===== src/rtl/multicycle_controller.sv =====
// ----------------------------------------------------------------------------
// multicycle_controller
//
// This is the main control FSM for the multicycle RV32I core. Each instruction
// takes 3-5 cycles, plus one cycle for every memory wait. The FSM sequences the
// shared ALU, the register file, the memory port and the PC. Outputs are
// combinational from the current state and the inputs. An illegal instruction
// parks the FSM in TRAP, and only Reset leaves that state.
//
// Ports
//   CLK         in   1  clock; all state updates on the rising edge
//   Reset       in   1  synchronous, active-high
//   op          in   7  instruction[6:0]
//   funct3      in   3  instruction[14:12]
//   funct7b5    in   1  instruction[30]
//   Zero        in   1  ALU flag: operands equal
//   LT          in   1  ALU flag: signed less-than
//   LTU         in   1  ALU flag: unsigned less-than
//   MemReady    in   1  memory completes the current access this cycle
//   PCWrite     out  1  PC load enable
//   AdrSrc      out  1  memory address: 0 = PC, 1 = ALUOut
//   MemWrite    out  1  memory write enable
//   IRWrite     out  1  instruction register write enable
//   RegWrite    out  1  register file write enable
//   ResultSrc   out  2  00 ALUOut, 01 read data, 10 ALUResult
//   ALUSrcA     out  2  00 PC, 01 OldPC, 10 RD1, 11 zero
//   ALUSrcB     out  2  00 RD2, 01 ImmExt, 10 constant 4
//   ALUControl  out  4  ALU operation code
//   ImmSrc      out  3  immediate format, decoded from op in every state
//   Illegal     out  1  high while in TRAP
// ----------------------------------------------------------------------------
module multicycle_controller (
   input  logic       CLK,
   input  logic       Reset,
   input  logic [6:0] op,
   input  logic [2:0] funct3,
   input  logic       funct7b5,
   input  logic       Zero,
   input  logic       LT,
   input  logic       LTU,
   input  logic       MemReady,
   output logic       PCWrite,
   output logic       AdrSrc,
   output logic       MemWrite,
   output logic       IRWrite,
   output logic       RegWrite,
   output logic [1:0] ResultSrc,
   output logic [1:0] ALUSrcA,
   output logic [1:0] ALUSrcB,
   output logic [3:0] ALUControl,
   output logic [2:0] ImmSrc,
   output logic       Illegal
);

   typedef enum logic [3:0] {
      S_FETCH, S_DECODE, S_MEMADR, S_MEMREAD, S_MEMWB, S_MEMWRITE,
      S_EXECUTER, S_EXECUTEI, S_ALUWB, S_JAL, S_JALR, S_JALRLINK,
      S_BRANCH, S_LUI, S_AUIPC, S_TRAP
   } state_t;

   localparam logic [6:0] OP_LOAD   = 7'b0000011;
   localparam logic [6:0] OP_STORE  = 7'b0100011;
   localparam logic [6:0] OP_RTYPE  = 7'b0110011;
   localparam logic [6:0] OP_ITYPE  = 7'b0010011;
   localparam logic [6:0] OP_JAL    = 7'b1101111;
   localparam logic [6:0] OP_JALR   = 7'b1100111;
   localparam logic [6:0] OP_BRANCH = 7'b1100011;
   localparam logic [6:0] OP_LUI    = 7'b0110111;
   localparam logic [6:0] OP_AUIPC  = 7'b0010111;

   localparam logic [3:0] ALU_ADD  = 4'b0000;
   localparam logic [3:0] ALU_SUB  = 4'b0001;
   localparam logic [3:0] ALU_AND  = 4'b0010;
   localparam logic [3:0] ALU_OR   = 4'b0011;
   localparam logic [3:0] ALU_XOR  = 4'b0100;
   localparam logic [3:0] ALU_SLT  = 4'b0101;
   localparam logic [3:0] ALU_SLTU = 4'b0110;
   localparam logic [3:0] ALU_SLL  = 4'b0111;
   localparam logic [3:0] ALU_SRL  = 4'b1000;
   localparam logic [3:0] ALU_SRA  = 4'b1001;

   state_t     r_state;
   state_t     w_next;
   logic       w_pcwrite;
   logic       w_memwrite;
   logic       w_irwrite;
   logic       w_regwrite;
   logic       w_illegal;

   // The immediate format ignores funct7b5 on I-type ops except for shifts,
   // so that addi/slti/... with immediate bit 10 set are not mistaken for sub.
   function automatic logic [3:0] alu_decode(input logic [2:0] f3,
                                             input logic       f7b5,
                                             input logic       is_rtype);
      logic [3:0] ctl;
      case (f3)
         3'b000:  ctl = (is_rtype && f7b5) ? ALU_SUB : ALU_ADD;
         3'b001:  ctl = ALU_SLL;
         3'b010:  ctl = ALU_SLT;
         3'b011:  ctl = ALU_SLTU;
         3'b100:  ctl = ALU_XOR;
         3'b101:  ctl = f7b5 ? ALU_SRA : ALU_SRL;
         3'b110:  ctl = ALU_OR;
         default: ctl = ALU_AND;
      endcase
      return ctl;
   endfunction

   // The funct3 values 010 and 011 never reach BRANCH because DECODE traps
   // them. They fall into the not-taken default here.
   function automatic logic branch_taken(input logic [2:0] f3, input logic z,
                                         input logic lt, input logic ltu);
      logic taken;
      case (f3)
         3'b000:  taken = z;
         3'b001:  taken = !z;
         3'b100:  taken = lt;
         3'b101:  taken = !lt;
         3'b110:  taken = ltu;
         3'b111:  taken = !ltu;
         default: taken = 1'b0;
      endcase
      return taken;
   endfunction

   // NOTE: state registers use non-blocking assignment so that every flop
   // samples the pre-edge value of every other signal.
   always_ff @(posedge CLK) begin
      if (Reset) r_state <= S_FETCH;
      else       r_state <= w_next;
   end

   // NOTE: every signal gets a default at the top of this block. A path that
   // fails to assign one of them would otherwise infer a latch.
   always_comb begin
      w_next     = r_state;
      w_pcwrite  = 1'b0;
      w_memwrite = 1'b0;
      w_irwrite  = 1'b0;
      w_regwrite = 1'b0;
      w_illegal  = 1'b0;
      AdrSrc     = 1'b0;
      ResultSrc  = 2'b00;
      ALUSrcA    = 2'b00;
      ALUSrcB    = 2'b00;
      ALUControl = ALU_ADD;

      case (r_state)
         S_FETCH: begin
            ALUSrcB   = 2'b10;
            ResultSrc = 2'b10;
            w_pcwrite = MemReady;
            w_irwrite = MemReady;
            if (MemReady) w_next = S_DECODE;
         end
         S_DECODE: begin
            // The branch/jump target is precomputed into ALUOut here.
            ALUSrcA = 2'b01;
            ALUSrcB = 2'b01;
            case (op)
               OP_LOAD, OP_STORE: w_next = (funct3 == 3'b010) ? S_MEMADR : S_TRAP;
               OP_RTYPE:  w_next = S_EXECUTER;
               OP_ITYPE:  w_next = S_EXECUTEI;
               OP_JAL:    w_next = S_JAL;
               OP_JALR:   w_next = (funct3 == 3'b000) ? S_JALR : S_TRAP;
               OP_BRANCH: w_next = (funct3[2:1] == 2'b01) ? S_TRAP : S_BRANCH;
               OP_LUI:    w_next = S_LUI;
               OP_AUIPC:  w_next = S_AUIPC;
               default:   w_next = S_TRAP;
            endcase
         end
         S_MEMADR: begin
            ALUSrcA = 2'b10;
            ALUSrcB = 2'b01;
            // Bit 5 separates store (0100011) from load (0000011).
            w_next  = op[5] ? S_MEMWRITE : S_MEMREAD;
         end
         S_MEMREAD: begin
            AdrSrc = 1'b1;
            if (MemReady) w_next = S_MEMWB;
         end
         S_MEMWB: begin
            ResultSrc  = 2'b01;
            w_regwrite = 1'b1;
            w_next     = S_FETCH;
         end
         S_MEMWRITE: begin
            AdrSrc     = 1'b1;
            w_memwrite = 1'b1;
            if (MemReady) w_next = S_FETCH;
         end
         S_EXECUTER: begin
            ALUSrcA    = 2'b10;
            ALUControl = alu_decode(funct3, funct7b5, 1'b1);
            w_next     = S_ALUWB;
         end
         S_EXECUTEI: begin
            ALUSrcA    = 2'b10;
            ALUSrcB    = 2'b01;
            ALUControl = alu_decode(funct3, funct7b5, 1'b0);
            w_next     = S_ALUWB;
         end
         S_ALUWB: begin
            w_regwrite = 1'b1;
            w_next     = S_FETCH;
         end
         S_JAL: begin
            // The PC takes the target from ALUOut while the ALU forms OldPC+4
            // for the link write in ALUWB.
            ALUSrcA   = 2'b01;
            ALUSrcB   = 2'b10;
            w_pcwrite = 1'b1;
            w_next    = S_ALUWB;
         end
         S_JALR: begin
            ALUSrcA   = 2'b10;
            ALUSrcB   = 2'b01;
            ResultSrc = 2'b10;
            w_pcwrite = 1'b1;
            w_next    = S_JALRLINK;
         end
         S_JALRLINK: begin
            ALUSrcA = 2'b01;
            ALUSrcB = 2'b10;
            w_next  = S_ALUWB;
         end
         S_BRANCH: begin
            ALUSrcA    = 2'b10;
            ALUControl = ALU_SUB;
            w_pcwrite  = branch_taken(funct3, Zero, LT, LTU);
            w_next     = S_FETCH;
         end
         S_LUI: begin
            ALUSrcA = 2'b11;
            ALUSrcB = 2'b01;
            w_next  = S_ALUWB;
         end
         S_AUIPC: begin
            ALUSrcA = 2'b01;
            ALUSrcB = 2'b01;
            w_next  = S_ALUWB;
         end
         S_TRAP: begin
            w_illegal = 1'b1;
            w_next    = S_TRAP;
         end
         default: w_next = S_TRAP;
      endcase
   end

   always_comb begin
      case (op)
         OP_STORE:        ImmSrc = 3'b001;
         OP_BRANCH:       ImmSrc = 3'b010;
         OP_JAL:          ImmSrc = 3'b011;
         OP_LUI, OP_AUIPC: ImmSrc = 3'b100;
         default:         ImmSrc = 3'b000;
      endcase
   end

   // Reset forces the architectural side effects off, whatever the state.
   assign PCWrite  = w_pcwrite  & ~Reset;
   assign MemWrite = w_memwrite & ~Reset;
   assign IRWrite  = w_irwrite  & ~Reset;
   assign RegWrite = w_regwrite & ~Reset;
   assign Illegal  = w_illegal  & ~Reset;

endmodule

===== config.mk =====
export PLATFORM = sky130hd
export DESIGN_NAME = multicycle_controller
export DESIGN_NICKNAME = d
export VERILOG_FILES = /design/src/rtl/multicycle_controller.sv
export SDC_FILE = /design/constraint.sdc
export NUM_CORES = 1
export LEC_CHECK = 0
export ABC_AREA = 1
export BUFFER_PORTS_ARGS = -buffer_cell sky130_fd_sc_hd__clkbuf_2
export CAP_MARGIN = 20
export CORE_AREA = 2 2 47 49
export CTS_CLUSTER_DIAMETER = 40
export CTS_CLUSTER_SIZE = 28
export DETAILED_ROUTE_END_ITERATION = 16
export DIE_AREA = 0 0 49 51
export PLACE_DENSITY_LB_ADDON = 0.08
export SYNTH_ARGS = -nofsm -noshare
export SYNTH_HDL_FRONTEND = slang
export SYNTH_SLANG_ARGS = --single-unit

===== constraint.sdc =====
create_clock -name CLK -period 2.4 [get_ports CLK]
set_clock_uncertainty 0.2 [all_clocks]
set_input_delay 0.12 -clock CLK [delete_from_list [all_inputs] [get_ports CLK]]
set_output_delay 0.12 -clock CLK [all_outputs]
set_load 0.05 [all_outputs]

== Word-level counts from Yosys, hierarchy flattened ==
Index checks and enable logic that the tools add are counted.

* Flip-flop bits (word level): 4

* Equality and inequality tests: 35
* Multiplexer cells: 25
* Bitwise gates (word level): 6
* Reductions and logical operators: 18

{| class="wikitable"
|+ Operator list
! kind !! number
|-
| 4-bit case mux with 7 select lines || 2
|-
| 4-bit case mux with 9 select lines || 1
|-
| 4-bit == test, second input constant || 8
|-
| 4-bit case mux with 8 select lines || 1
|-
| 7-bit by 6-bit == test with 1-bit output, second input constant || 3
|-
| 7-bit == test, second input constant || 3
|-
| 4-bit by 3-bit == test with 1-bit output, second input constant || 4
|-
| 4-bit 2-to-1 mux || 4
|-
| 7-bit by 5-bit == test with 1-bit output, second input constant || 2
|-
| 3-bit == test, second input constant || 4
|-
| 3-bit case mux with 4 select lines || 1
|-
| 4-bit case mux with 3 select lines || 1
|-
| 2-bit OR reduction || 6
|-
| 6-bit OR reduction || 2
|-
| 4-bit by 2-bit == test with 1-bit output, second input constant || 2
|-
| 2-bit case mux with 2 select lines || 2
|-
| 7-bit by 2-bit == test with 1-bit output, second input constant || 1
|-
| 1-bit 2-to-1 mux || 7
|-
| 3-bit by 2-bit == test with 1-bit output, second input constant || 2
|-
| 3-bit 2-to-1 mux || 2
|-
| 2-bit inequality test, second input constant || 3
|-
| 1-bit case mux with 6 select lines || 1
|-
| 2-bit case mux with 3 select lines || 1
|-
| 3-bit OR reduction || 2
|-
| 13 further kinds || 19
|}

== Longest topological paths before layout ==
Gate-level depths: netlist of the first run.

* Depth in word-level cells: 4
* Gate-level depth with buffers: 12
* Depth with buffers taken out: 11

== Least setup slack after synthesis of the first run ==
Ideal clock, no wire load.

* Path kind: flip-flop to output port
* Start: register r_state[3]
* End: output port ALUControl[0]
* Arrival: 2.263 ns
* Slack: -0.183 ns
* Stages on the path, launching flop included: 9
* Cell sequence: dfxtp_1 buf_6 inv_1 nand2_2 inv_1 nand2_1 nor3_2 o21ai_1 a31oi_1

* Longest elaborated chain between the ends: 2

{| class="wikitable"
|+ Ends and longest elaborated chain
! item !! RTL line !! source
|-
| start: declaration || 82 || <nowiki>state_t r_state;</nowiki>
|-
| start signal: assignment || 130 || <nowiki>else r_state <= w_next;</nowiki>
|-
| 4-bit == test or 4-bit by 3-bit == test with 1-bit output (tied branches) || 148 || <nowiki>case (r_state)</nowiki>
|-
| 4-bit case mux with 3 select lines (*) || 148 ||
|-
| end: declaration || 50 || <nowiki>output logic [3:0] ALUControl,</nowiki>
|}

Mark *: on every way between the ends. The rest lies on a longest branch, timed or not.

== Worst setup path in the final report of the first run ==
* Start: register r_state[2]
* End: output port ALUControl[0]

Same word-level chain as after synthesis.

==> Implementation_results.wiki, run 1 <==
{| class="wikitable"
! Metric !! Value
|-
| Unrepaired setup endpoints after global routing || false
|-
| Worst hold slack across all endpoints || 44.76 ps
|-
| Largest area contributor in the synthesized netlist || sky130_fd_sc_hd__nand2_1
|-
| Clock insertion delay at the later pin of the skew report || 230 ps
|-
| Result of the run || completed
|-
| Achievable frequency || 502.7 MHz
|-
| Worst slew pin tran || 285.2 ps
|-
| Origin of the critical flop-to-flop path || r_state[3]
|-
| Final hold violation count || 0
|-
| Reg clk slew, reported paths || 40 ps
|-
| Class of the worst hold path || in -> reg
|-
| Initial antenna violation count || 0
|-
| Kind of critical path || reg -> out
|-
| # Max-Cap Violations || 0
|-
| Clk buf depth || 2
|-
| Max IR drop VDD || 0.6879 mV
|-
| Pwr dens || 1083 nW/µm²
|-
| Clk Tree Root Cell || sky130_fd_sc_hd__clkbuf_4
|-
| Number of hold buffers added after cts || 1
|-
| Vias per cell || 4.935
|-
| Inst Count DP || 228
|-
| Layout-stage area growth over the synthesis result || 27.50%
|-
| Data required time at the worst endpoint || 2080 ps
|-
| Number of enable-type register cells in the synthesized netlist || 0
|-
| Row cnt || 17
|-
| Inserted Diodes || 0
|-
| Sink count of the clock tree || 4
|-
| Cell count after synthesis || 167
|-
| Switching share of power || 67.38%
|-
| Most frequent cells in the layout || sky130_fd_sc_hd__nand2_1 (45), sky130_fd_sc_hd__clkbuf_2 (35), sky130_fd_sc_hd__inv_1 (28), sky130_fd_sc_hd__nor2_1 (27), sky130_fd_sc_hd__nand3_1 (17)
|-
| Post-DP HPWL || 1.972 mm
|-
| Sequential element share of the synthesized area || 9.567%
|-
| Main flop type after synthesis || sky130_fd_sc_hd__dfxtp_1
|-
| Reg2Reg Setup Slack || 830 ps
|-
| Logic pwr share || 80.3%
|-
| Post-synthesis register bit count || 4
|-
| Starting density of the core || 40.57%
|-
| Overall power of the completed layout || 1155 µW
|-
| Port buffer count || 35
|-
| Endpoints failing setup || 0
|-
| Total number of vias || 1145
|-
| Static leakage || 0.0006367 µW
|-
| Largest net degree at the start of global routing || 9
|-
| Largest register FFs || 4
|-
| Top-area cell type share of the netlist area || 20.18%
|-
| Placement Setup Slack || 635.8 ps
|-
| Capturing instance or port of the critical path || ALUControl[0]
|-
| Fraction of final layout cells with drive strength greater than 1 || 25.00%
|-
| Weighted congestion reported at the end of routability-driven placement || 0.8665
|-
| First DRT Iteration DRCs || 44
|-
| Net count after synthesis || 184
|-
| Per-cell routed wire length || 9.759 µm
|-
| Layout Nets || 223
|-
| Largest fanout on the critical path || 6
|-
| Cell area after synthesis || 837.1 µm²
|-
| Routed Antenna Nets || 0
|-
| CTS tree || yes
|-
| Most frequent standard cell in the layout excluding fill and tap cells || sky130_fd_sc_hd__nand2_1
|-
| Dominant cells by area after synthesis || sky130_fd_sc_hd__nand2_1 (20%), sky130_fd_sc_hd__inv_1 (13%), sky130_fd_sc_hd__nor2_1 (12%)
|-
| Largest registers || r_state (4)
|-
| Portion of total power attributed to sequential cells || 12.8%
|-
| Register with the most flip-flops || r_state
|-
| Terminus of the critical flop-to-flop path || r_state[1]
|-
| Period Utilization, post-route || 82.89%
|-
| Number of standard cells in the layout, taps in and fillers out || 232
|-
| Clock period minus final worst setup slack || 1989 ps
|-
| Post-layout worst setup margin || 410.6 ps
|-
| Unique masters post-synth || 28
|-
| Global route overflow || 0
|-
| Internal power consumption || 377.0 µW
|-
| Part of the power in the clock network || 6.9%
|-
| Net load switching power || 778.5 µW
|-
| Max Slew Vio Count || 0
|-
| Total CTS buffers || 3
|-
| Synthesized area per cell || 5.012 µm²
|-
| Async set-reset flop share out of synthesis || 0%
|-
| I/O pin count || 36
|-
| Number of cells on the worst reg-to-reg path || 11
|-
| Rel. slew slack || 80.92%
|-
| Total wire length || 2.264 mm
|-
| Setup Buffers After CTS || 0
|-
| Syn. warnings || 0
|-
| Die Width || 49 µm
|-
| Crit path capture type || output pin
|-
| Wire length of the first global-routing pass || 3.974 mm
|-
| Number of levels in the clock H-tree || 1
|-
| Global routing usage summed across all routing layers || 19.22%
|-
| First element of the critical path || r_state[2]
|-
| Data arrival time of the worst path || 1670 ps
|-
| Chip Height || 51 µm
|-
| Number of global-route vias before repair || 974
|-
| Setup TNS after final layout || 0 ps
|-
| DRC || 0
|-
| Area of the die || 2499 µm²
|-
| Area of the placeable core || 2063 µm²
|-
| First-pass iteration count of the detailed router || 4
|-
| Post-cts repair resize count || 0
|-
| CP Launch Type || flip-flop
|}
-- worst min path at each step --
stage,from,end,slack [ps],cells past startpoint
2_1_floorplan,Reset,r_state[2],-20,1
3_3_place_gp,Reset,r_state[2],190,2
3_5_place_dp,Reset,r_state[2],190,2
4_1_cts,MemReady,r_state[0],40,3
5_1_grt,MemReady,r_state[0],80,3
6_report,MemReady,r_state[0],40,3
-- Yosys cell counts, types with 2 or more instances --
cell type                 number
sky130_fd_sc_hd__nand2_1      45
sky130_fd_sc_hd__inv_1        28
sky130_fd_sc_hd__nor2_1       27
sky130_fd_sc_hd__nand3_1      17
sky130_fd_sc_hd__o21ai_0      10
sky130_fd_sc_hd__a21oi_1       6
sky130_fd_sc_hd__nor3_1        5
sky130_fd_sc_hd__dfxtp_1       4
sky130_fd_sc_hd__a31oi_1       3
sky130_fd_sc_hd__nand2_2       2
sky130_fd_sc_hd__nand3_2       2
sky130_fd_sc_hd__nor2_4        2
-- stage by stage --
| step | instance area, µm² | utilization, % |
|---|---|---|
| final | 1067 | 51.73 |
| after global routing | 1067 | 51.73 |
| after CTS | 1067 | 51.73 |
| after detailed placement | 1035 | 50.15 |
| after global placement | 1035 | 50.15 |
| after floorplan | 843.3 | - |
-- final cells by class --
type	instances	area, µm²
fill	246	996.0
multi-input combinational	132	635.6
timing repair buffer	36	185.2
inverter	29	108.9
sequential	4	80.08
tap	28	35.03
clock buffer	3	22.52
-- kinds of logic (layout without fill, tap and decap cells) --
family                 Yosys count  count (layout)  share of synthesized area [%]
DFF                              4               4                          9.567
buffers and inverters           31              68                          15.25
AOI/OAI and AO/OA               25              25                          17.04
and+or+nand+nor                107             107                          58.15
-- power groups by stage --
stage               logic [µW]  clock network, µW  registers [µW]
global placement           932                  0             148
global route              1010               88.3             158
CTS                        930               83.3             147
floorplan                  786                  0             119
finish                     928               79.6             148
detailed placement         926                  0             148
-- routing by layer --
metal  vias to the layer above  GRT usage, %  part of all wire [%]
li1                        609             -                     -
met1                       503         25.84                    46
met2                        33         34.70                    48
met3                         0        0.8772                   6.1
met4                         0         2.857                     0
met5                         -             0                     0
-- worst max-delay path, cell delays in order (launching register included) --
cell	delay (ps)
sky130_fd_sc_hd__dfxtp_1	440
sky130_fd_sc_hd__nand2_2	130
sky130_fd_sc_hd__inv_1	90
sky130_fd_sc_hd__nand2_1	110
sky130_fd_sc_hd__nor3_2	160
sky130_fd_sc_hd__o21ai_1	90
sky130_fd_sc_hd__a31oi_2	130
sky130_fd_sc_hd__clkbuf_2	300
No activity file was read; power rests on OpenSTA's default activity.
==> run 2: changes to the inputs <==
clock period = 1.9 ns   (was 2.4 ns; I/O delays follow)
==> run 2 against run 1 <==
Compared with the run above: core utilization rose by 3.0 points; setup slack got worse by 280 ps; sequential share of layout area is 0.25 points higher; die area did not move; worst hold slack got worse by 28 ps; combinational power grew 36%; final cell count grew 0.43%; highest routed layer is now met4.
==> Implementation_results.wiki, run 2 (synthesis gave the netlist of run 1 again) <==
{| class="wikitable"
! Metric !! Value
|-
| Area of combinational cells with multiple inputs || 665.6 µm² (+4.7%)
|-
| Wire length the detailed router placed on met1 || 1.089 mm (+5.2%)
|-
| First DRT Iteration DRCs || 16 (-64%)
|-
| Area of the die || 2499 µm² (unchanged)
|-
| Max IR drop VDD || 1.265 mV (+84%)
|-
| Number of standard cells in the layout, taps in and fillers out || 233 (+0.43%)
|-
| Worst slew pin tran || 292.8 ps (+7.563 ps)
|-
| Number of levels in the clock H-tree || 1 (unchanged)
|-
| Kind of critical path || reg -> out
|-
| # Max-Cap Violations || 0 (unchanged)
|-
| Total wire length || 2.459 mm (+8.6%)
|-
| Die Width || 49 µm (unchanged)
|-
| First-pass iteration count of the detailed router || 5 (+1)
|-
| Starting density of the core || 40.57% (unchanged)
|-
| Detailed-routed wire length on met2 || 1.186 mm (+9.0%)
|-
| Inserted Diodes || 0 (unchanged)
|-
| Per-cell routed wire length || 10.55 µm (+8.1%)
|-
| Largest register FFs || 4 (unchanged)
|-
| Period Utilization, post-route || 92.95%
|-
| Crit path capture type || output pin
|-
| Result of the run || completed
|-
| Worst hold slack across all endpoints || 16.98 ps (-27.78 ps)
|-
| Largest net degree at the start of global routing || 9 (unchanged)
|-
| Area of the placeable core || 2063 µm² (unchanged)
|-
| CP Launch Type || flip-flop
|-
| Largest registers || r_state (4)
|-
| Data required time at the worst endpoint || 1600 ps (-480 ps)
|-
| Vias per cell || 5.099 (+3.3%)
|-
| CTS tree || yes
|-
| Sink count of the clock tree || 4 (unchanged)
|-
| Data arrival time of the worst path || 1470 ps (-200 ps)
|-
| Routed Antenna Nets || 0 (unchanged)
|-
| Row cnt || 17 (unchanged)
|-
| Top layer in use || met4
|-
| Fraction of final layout cells with drive strength greater than 1 || 30.24% (+5.2 points)
|-
| I/O pin count || 36 (unchanged)
|-
| Wire length of the first global-routing pass || 4.222 mm (+6.2%)
|-
| Weighted congestion reported at the end of routability-driven placement || 0.8944 (+3.2%)
|-
| Total number of vias || 1188 (+3.8%)
|-
| Static leakage || 0.0006568 µW (+3.2%)
|-
| Global route overflow || 0 (unchanged)
|-
| Max Slew Vio Count || 0 (unchanged)
|-
| Rel. slew slack || 80.41% (-0.51 points)
|-
| Register with the most flip-flops || r_state
|-
| Layout Nets || 224 (+0.45%)
|-
| Placement Setup Slack || 170.3 ps (-465.5 ps)
|-
| Initial antenna violation count || 0 (unchanged)
|-
| Endpoints failing setup || 0 (unchanged)
|-
| Pwr dens || 1397 nW/µm² (+29%)
|-
| Area used by sequential logic in the layout || 87.58 µm² (+9.4%)
|-
| Achievable frequency || 566.2 MHz
|-
| Clock insertion delay at the later pin of the skew report || 240 ps (about the same)
|-
| Clk Tree Root Cell || sky130_fd_sc_hd__clkbuf_4
|-
| Clock period minus final worst setup slack || 1766 ps
|-
| Global routing usage summed across all routing layers || 20.86% (+1.6 points)
|-
| DRC || 0 (unchanged)
|-
| Largest fanout on the critical path || 8 (+2)
|-
| Chip Height || 51 µm (unchanged)
|-
| # fillers || 245 (-0.41%)
|-
| Post-DP HPWL || 2.114 mm (+7.2%)
|-
| Most frequent cells in the layout || sky130_fd_sc_hd__nand2_1 (44), sky130_fd_sc_hd__clkbuf_2 (30), sky130_fd_sc_hd__inv_1 (28), sky130_fd_sc_hd__nor2_1 (25), sky130_fd_sc_hd__nand3_1 (17)
|-
| Reg clk slew, reported paths || 40 ps (about the same)
|-
| Inst Count DP || 229 (+0.44%)
|-
| Total CTS buffers || 3 (unchanged)
|-
| Setup TNS after final layout || 0 ps (unchanged)
|-
| Port buffer count || 35 (unchanged)
|-
| Clk buf depth || 2 (unchanged)
|-
| Setup Buffers After CTS || 0 (unchanged)
|-
| Unrepaired setup endpoints after global routing || false
|-
| Post-layout worst setup margin || 133.9 ps (-276.6 ps)
|-
| Number of global-route vias before repair || 1074 (+10%)
|-
| Met3 wirelength from detailed routing || 165 µm (+19%)
|-
| Final hold violation count || 0 (unchanged)
|-
| Class of the worst hold path || in -> reg
|-
| Layout-stage area growth over the synthesis result || 34.98%
|-
| Most frequent standard cell in the layout excluding fill and tap cells || sky130_fd_sc_hd__nand2_1
|}
[run 2: final cells by class]
class | count | area share, %
sequential | 4 | 7.752
clock buffer | 3 | 1.993
timing repair buffer | 37 | 18.60
multi-input combinational | 132 | 58.91
inverter | 29 | 9.635
tap | 28 | 3.101
[run 2: worst paths after layout]
path / start / to / slack [ps] / depth (start not counted)
hold / removal: MemReady / r_state[0] / 20 / 3
hold reg to reg: r_state[2] / r_state[2] / 330 / 2
setup / recovery: r_state[3] / ALUControl[0] / 130 / 8
setup reg to reg: r_state[0] / r_state[0] / 370 / 7
[run 2: repair_timing]
| item | CTS | global route |
|---|---|---|
| gates resized for setup | 5 | 15 |
| pin swaps | 0 | 1 |
| hold buffers | 1 | 0 |
| setup endpoints to repair | 3 | 5 |
| endpoints found under the hold margin | 2 | 0 |
[run 2: where the power goes]
group,internal [µW],switching (µW)
combinational,342,923
clock,70.8,37.1
sequential,134,73.0
total,546,1030
[run 2: stage by stage]
stage	power, µW	instance area (µm²)	util, %
global route	1699	1130	54.76
detailed placement	1404	1065	51.61
finish	1579	1130	54.76
CTS	1531	1107	53.67
floorplan	1155	865.8	-
global placement	1396	1065	51.61
[run 2: per-layer routing]
layer / track usage [%] / up-vias
met5: 0 / -
li1: - / 614
met4: 5.714 / 0
met3: 5.556 / 4
met2: 38.36 / 36
met1: 23.76 / 534
[run 2: worst max-delay path, stage by stage, from the launching register on]
cell and delay (ps):
sky130_fd_sc_hd__dfxtp_4 360, sky130_fd_sc_hd__inv_1 60, sky130_fd_sc_hd__nand2_2 80, sky130_fd_sc_hd__inv_1 90
sky130_fd_sc_hd__nand2_2 90, sky130_fd_sc_hd__nor3_4 130, sky130_fd_sc_hd__o21ai_1 90, sky130_fd_sc_hd__a31oi_2 140
sky130_fd_sc_hd__buf_6 180
==> run 3: changes to the inputs <==
--- a/config.mk
+++ b/config.mk
@@ -6,12 +6,12 @@
 export NUM_CORES = 1
 export LEC_CHECK = 0
-export ABC_AREA = 1
+export ABC_CLOCK_PERIOD_IN_PS = 1900
 export BUFFER_PORTS_ARGS = -buffer_cell sky130_fd_sc_hd__clkbuf_2
 export CAP_MARGIN = 20
-export CORE_AREA = 2 2 47 49
+export CORE_AREA = 2 2 50 52
 export CTS_CLUSTER_DIAMETER = 40
 export CTS_CLUSTER_SIZE = 28
 export DETAILED_ROUTE_END_ITERATION = 16
-export DIE_AREA = 0 0 49 51
+export DIE_AREA = 0 0 52 54
 export PLACE_DENSITY_LB_ADDON = 0.08
 export SYNTH_ARGS = -nofsm -noshare
==> constraint.sdc (replaced) <==
create_clock -name CLK -period 1.9 [get_ports CLK]
set_clock_uncertainty 0.2 [all_clocks]
set_input_delay 0.285 -clock CLK [delete_from_list [all_inputs] [get_ports CLK]]
set_output_delay 0.285 -clock CLK [all_outputs]
set_load 0.05 [all_outputs]
==> run 3 against run 2 <==
Compared with the run above: fmax shrank 4.7%; first-iteration DRC count shrank 19%; sequential share of layout area decreased by 1.7 points; combinational power increased by 40%; sequential cell count is the same; final cell count down 9.9%; largest cell class unchanged.
==> Implementation_results.wiki, run 3 <==
{| class="wikitable"
! Metric !! Value
|-
| Result of the run || completed
|-
| Top-area cell type share of the netlist area || 8.237% (-12 points)
|-
| Largest area contributor in the synthesized netlist || sky130_fd_sc_hd__dfxtp_1
|-
| Met3 capacity usage during global routing || 1.667% (-3.9 points)
|-
| Port buffer count || 35 (unchanged)
|-
| Dominant cells by area after synthesis || sky130_fd_sc_hd__dfxtp_1 (8.2%), sky130_fd_sc_hd__nor2_1 (5.8%), sky130_fd_sc_hd__o21ai_0 (5.7%)
|-
| Async set-reset flop share out of synthesis || 0% (unchanged)
|-
| Number of hold buffers added after cts || 0 (-1)
|-
| CP Launch Type || primary input
|-
| I/O pin count || 36 (unchanged)
|-
| Rel. slew slack || 77.32% (-3.1 points)
|-
| Most used standard cell by instance count after synthesis || sky130_fd_sc_hd__nor2_1
|-
| Worst slew pin tran || 337.6 ps (+44.81 ps)
|-
| Area of combinational cells with multiple inputs || 909.6 µm² (+37%)
|-
| Fraction of final layout cells with drive strength greater than 1 || 52.22% (+22 points)
|-
| Reg clk slew, reported paths || 40 ps (about the same)
|-
| Most frequent standard cell in the layout excluding fill and tap cells || sky130_fd_sc_hd__clkbuf_2
|-
| Crit. path cell count || 7 (-1)
|-
| Period Utilization, post-route || 97.56% (+4.6 points)
|-
| Synthesized area per cell || 6.944 µm² (+39%)
|-
| Most frequent cells in the layout || sky130_fd_sc_hd__clkbuf_2 (21), sky130_fd_sc_hd__buf_4 (15), sky130_fd_sc_hd__nand2_1 (12), sky130_fd_sc_hd__nor2_1 (10), sky130_fd_sc_hd__o21ai_0 (8)
|-
| Row cnt || 18 (+1)
|-
| Worst hold slack across all endpoints || 189.9 ps (+172.9 ps)
|-
| Inst Count DP || 205 (-10%)
|-
| Post-DP HPWL || 2.312 mm (+9.3%)
|-
| Cell area after synthesis || 972.2 µm² (+16%)
|-
| Data arrival time of the worst path || 1370 ps (-100 ps)
|-
| Total number of vias || 1193 (+0.42%)
|-
| First DRT Iteration DRCs || 13 (-3)
|-
| Syn. warnings || 0 (unchanged)
|-
| First-pass iteration count of the detailed router || 4 (-1)
|-
| Clock period minus final worst setup slack || 1854 ps (+87.52 ps)
|-
| Post-layout worst setup margin || 46.41 ps (-87.52 ps)
|-
| Achievable frequency || 539.5 MHz (-4.7%)
|-
| Largest net degree at the start of global routing || 13 (+4)
|-
| Chip Height || 54 µm (+5.9%)
|-
| Sink count of the clock tree || 4 (unchanged)
|-
| Commonest cells in the netlist || sky130_fd_sc_hd__nor2_1 (15), sky130_fd_sc_hd__nand2_1 (14), sky130_fd_sc_hd__o21ai_0 (11)
|-
| Endpoints failing setup || 0 (unchanged)
|-
| Static leakage || 0.0006224 µW (-5.2%)
|-
| # fillers || 210 (-14%)
|-
| Crit path capture type || output pin
|-
| Die Width || 52 µm (+6.1%)
|-
| Number of standard cells in the layout, taps in and fillers out || 210 (-9.9%)
|-
| CTS tree || yes
|-
| Layout Nets || 199 (-11%)
|-
| Clk buf depth || 2 (unchanged)
|-
| Number of levels in the clock H-tree || 1 (unchanged)
|-
| Max IR drop VDD || 0.9321 mV (-26%)
|-
| Layout-stage area growth over the synthesis result || 56.89%
|-
| Largest registers || r_state (4)
|-
| Wire length of the first global-routing pass || 4.671 mm (+11%)
|-
| Slowest-stage cell, CP || sky130_fd_sc_hd__nor3_2
|-
| Global routing usage summed across all routing layers || 21.72% (+0.86 points)
|-
| Main flop type after synthesis || sky130_fd_sc_hd__dfxtp_1
|-
| Final hold violation count || 0 (unchanged)
|-
| Largest register FFs || 4 (unchanged)
|-
| Number of cells on the worst reg-to-reg path || 6 (-1)
|-
| Cell count after synthesis || 140 (-16%)
|-
| Pwr dens || 1376 nW/µm² (-1.5%)
|-
| Register with the most flip-flops || r_state
|-
| Starting density of the core || 41.91% (+1.3 points)
|-
| Worst hold path stage count || 2 (-1)
|-
| Most frequent CP cell || sky130_fd_sc_hd__buf_4
|-
| Per-cell routed wire length || 13.84 µm (+31%)
|-
| Vias per cell || 5.681 (+11%)
|-
| Buffers and inverters on the worst path || 5 (+2)
|-
| Met2 GRT Util || 41.56% (+3.2 points)
|-
| Sequential element share of the synthesized area || 8.237% (-1.3 points)
|-
| DRC || 0 (unchanged)
|-
| Area used by sequential logic in the layout || 92.59 µm² (+5.7%)
|-
| Kind of critical path || in -> out
|-
| Max Slew Vio Count || 0 (unchanged)
|-
| Unique masters post-synth || 50 (+79%)
|-
| Most used routing layer || met2
|-
| Initial antenna violation count || 0 (unchanged)
|-
| Placement Setup Slack || 3.167 ps (-167.1 ps)
|-
| Clk Tree Root Cell || sky130_fd_sc_hd__clkbuf_4
|-
| Met1 track utilization from global routing || 25.37% (+1.6 points)
|-
| Largest fanout on the critical path || 7 (-1)
|-
| Net count after synthesis || 157 (-15%)
|-
| Highest cell delay on the worst timing path || 270 ps (-90 ps)
|-
| Kind of cell adding the most delay to the critical path || buffers and inverters
|-
| Weighted congestion reported at the end of routability-driven placement || 0.8395 (-6.1%)
|-
| Clock insertion delay at the later pin of the skew report || 240 ps (about the same)
|-
| Total CTS buffers || 3 (unchanged)
|-
| Cells along the critical path || buf_8, buf_4, buf_4, nor3_2, buf_4, nor3_4, clkbuf_4
|-
| Data required time at the worst endpoint || 1410 ps (-190 ps)
|-
| Inserted Diodes || 0 (unchanged)
|-
| Number of enable-type register cells in the synthesized netlist || 0 (unchanged)
|-
| Class of the worst hold path || in -> reg
|-
| Number of global-route vias before repair || 1057 (-1.6%)
|-
| Post-synthesis register bit count || 4 (unchanged)
|-
| Total wire length || 2.907 mm (+18%)
|-
| Global route overflow || 0 (unchanged)
|-
| # Max-Cap Violations || 0 (unchanged)
|-
| Area of the die || 2808 µm² (+12%)
|-
| Area of the placeable core || 2320 µm² (+12%)
|-
| Unrepaired setup endpoints after global routing || true
|-
| Routed Antenna Nets || 0 (unchanged)
|}
run 3: per-stage QoR:
step	instance area (µm²)	util, %	TNS, ps	total power (µW)
floorplan	1030	-	-592.7	1343
global placement	1351	58.25	0	1768
detailed placement	1351	58.25	0	1792
CTS	1411	60.84	0	1952
global route	1525	65.75	-22.92	2240
finish	1525	65.75	0	2099
run 3: cells by family after synthesis:
| logic type | Yosys count | share of synthesized area [%] |
|---|---|---|
| compound gates | 40 | 30.63 |
| xor+xnor | 7 | 6.306 |
| buf+inv | 18 | 12.35 |
| flops | 4 | 8.237 |
| mux | 4 | 4.119 |
| simple gates | 67 | 38.35 |
run 3: routing by layer:
layer,share of wire [%],wire length (µm)
met3,3.0,87
met4,1.1,33
met5,0,0
met2,55,1586
met1,41,1200
run 3: path summary, 6_finish.rpt:
path | from | end | slack [ps]
max | funct3[1] | ALUControl[2] | 50
max reg2reg | r_state[1] | r_state[0] | 280
min reg2reg | r_state[3] | r_state[2] | 440
min | Reset | r_state[0] | 190
run 3: power by group:
group | internal (µW) | switching (µW) | leakage, µW | total, µW
sequential | 135 | 78.6 | 0.0000353 | 213
clock | 71.0 | 39.7 | 0.0000138 | 111
combinational | 723 | 1050 | 0.000573 | 1770
total | 929 | 1170 | 0.000622 | 2100
run 3: area by class of cell:
class                   instances  share of cell area, %
inverters                       3                 0.9844
well taps                      30                  2.461
clock buffers                   3                  1.477
flip-flops and latches          4                  6.071
multi-input cells             118                  59.64
repair buffers                 52                  29.37
run 3: repair_timing:
item | 4_1_cts | 5_1_grt
setup endpoints to repair | 9 | 16
buffers inserted | 0 | 2
pin swaps | 2 | 6
endpoints found under the hold margin | 0 | 0
resized for setup | 14 | 32
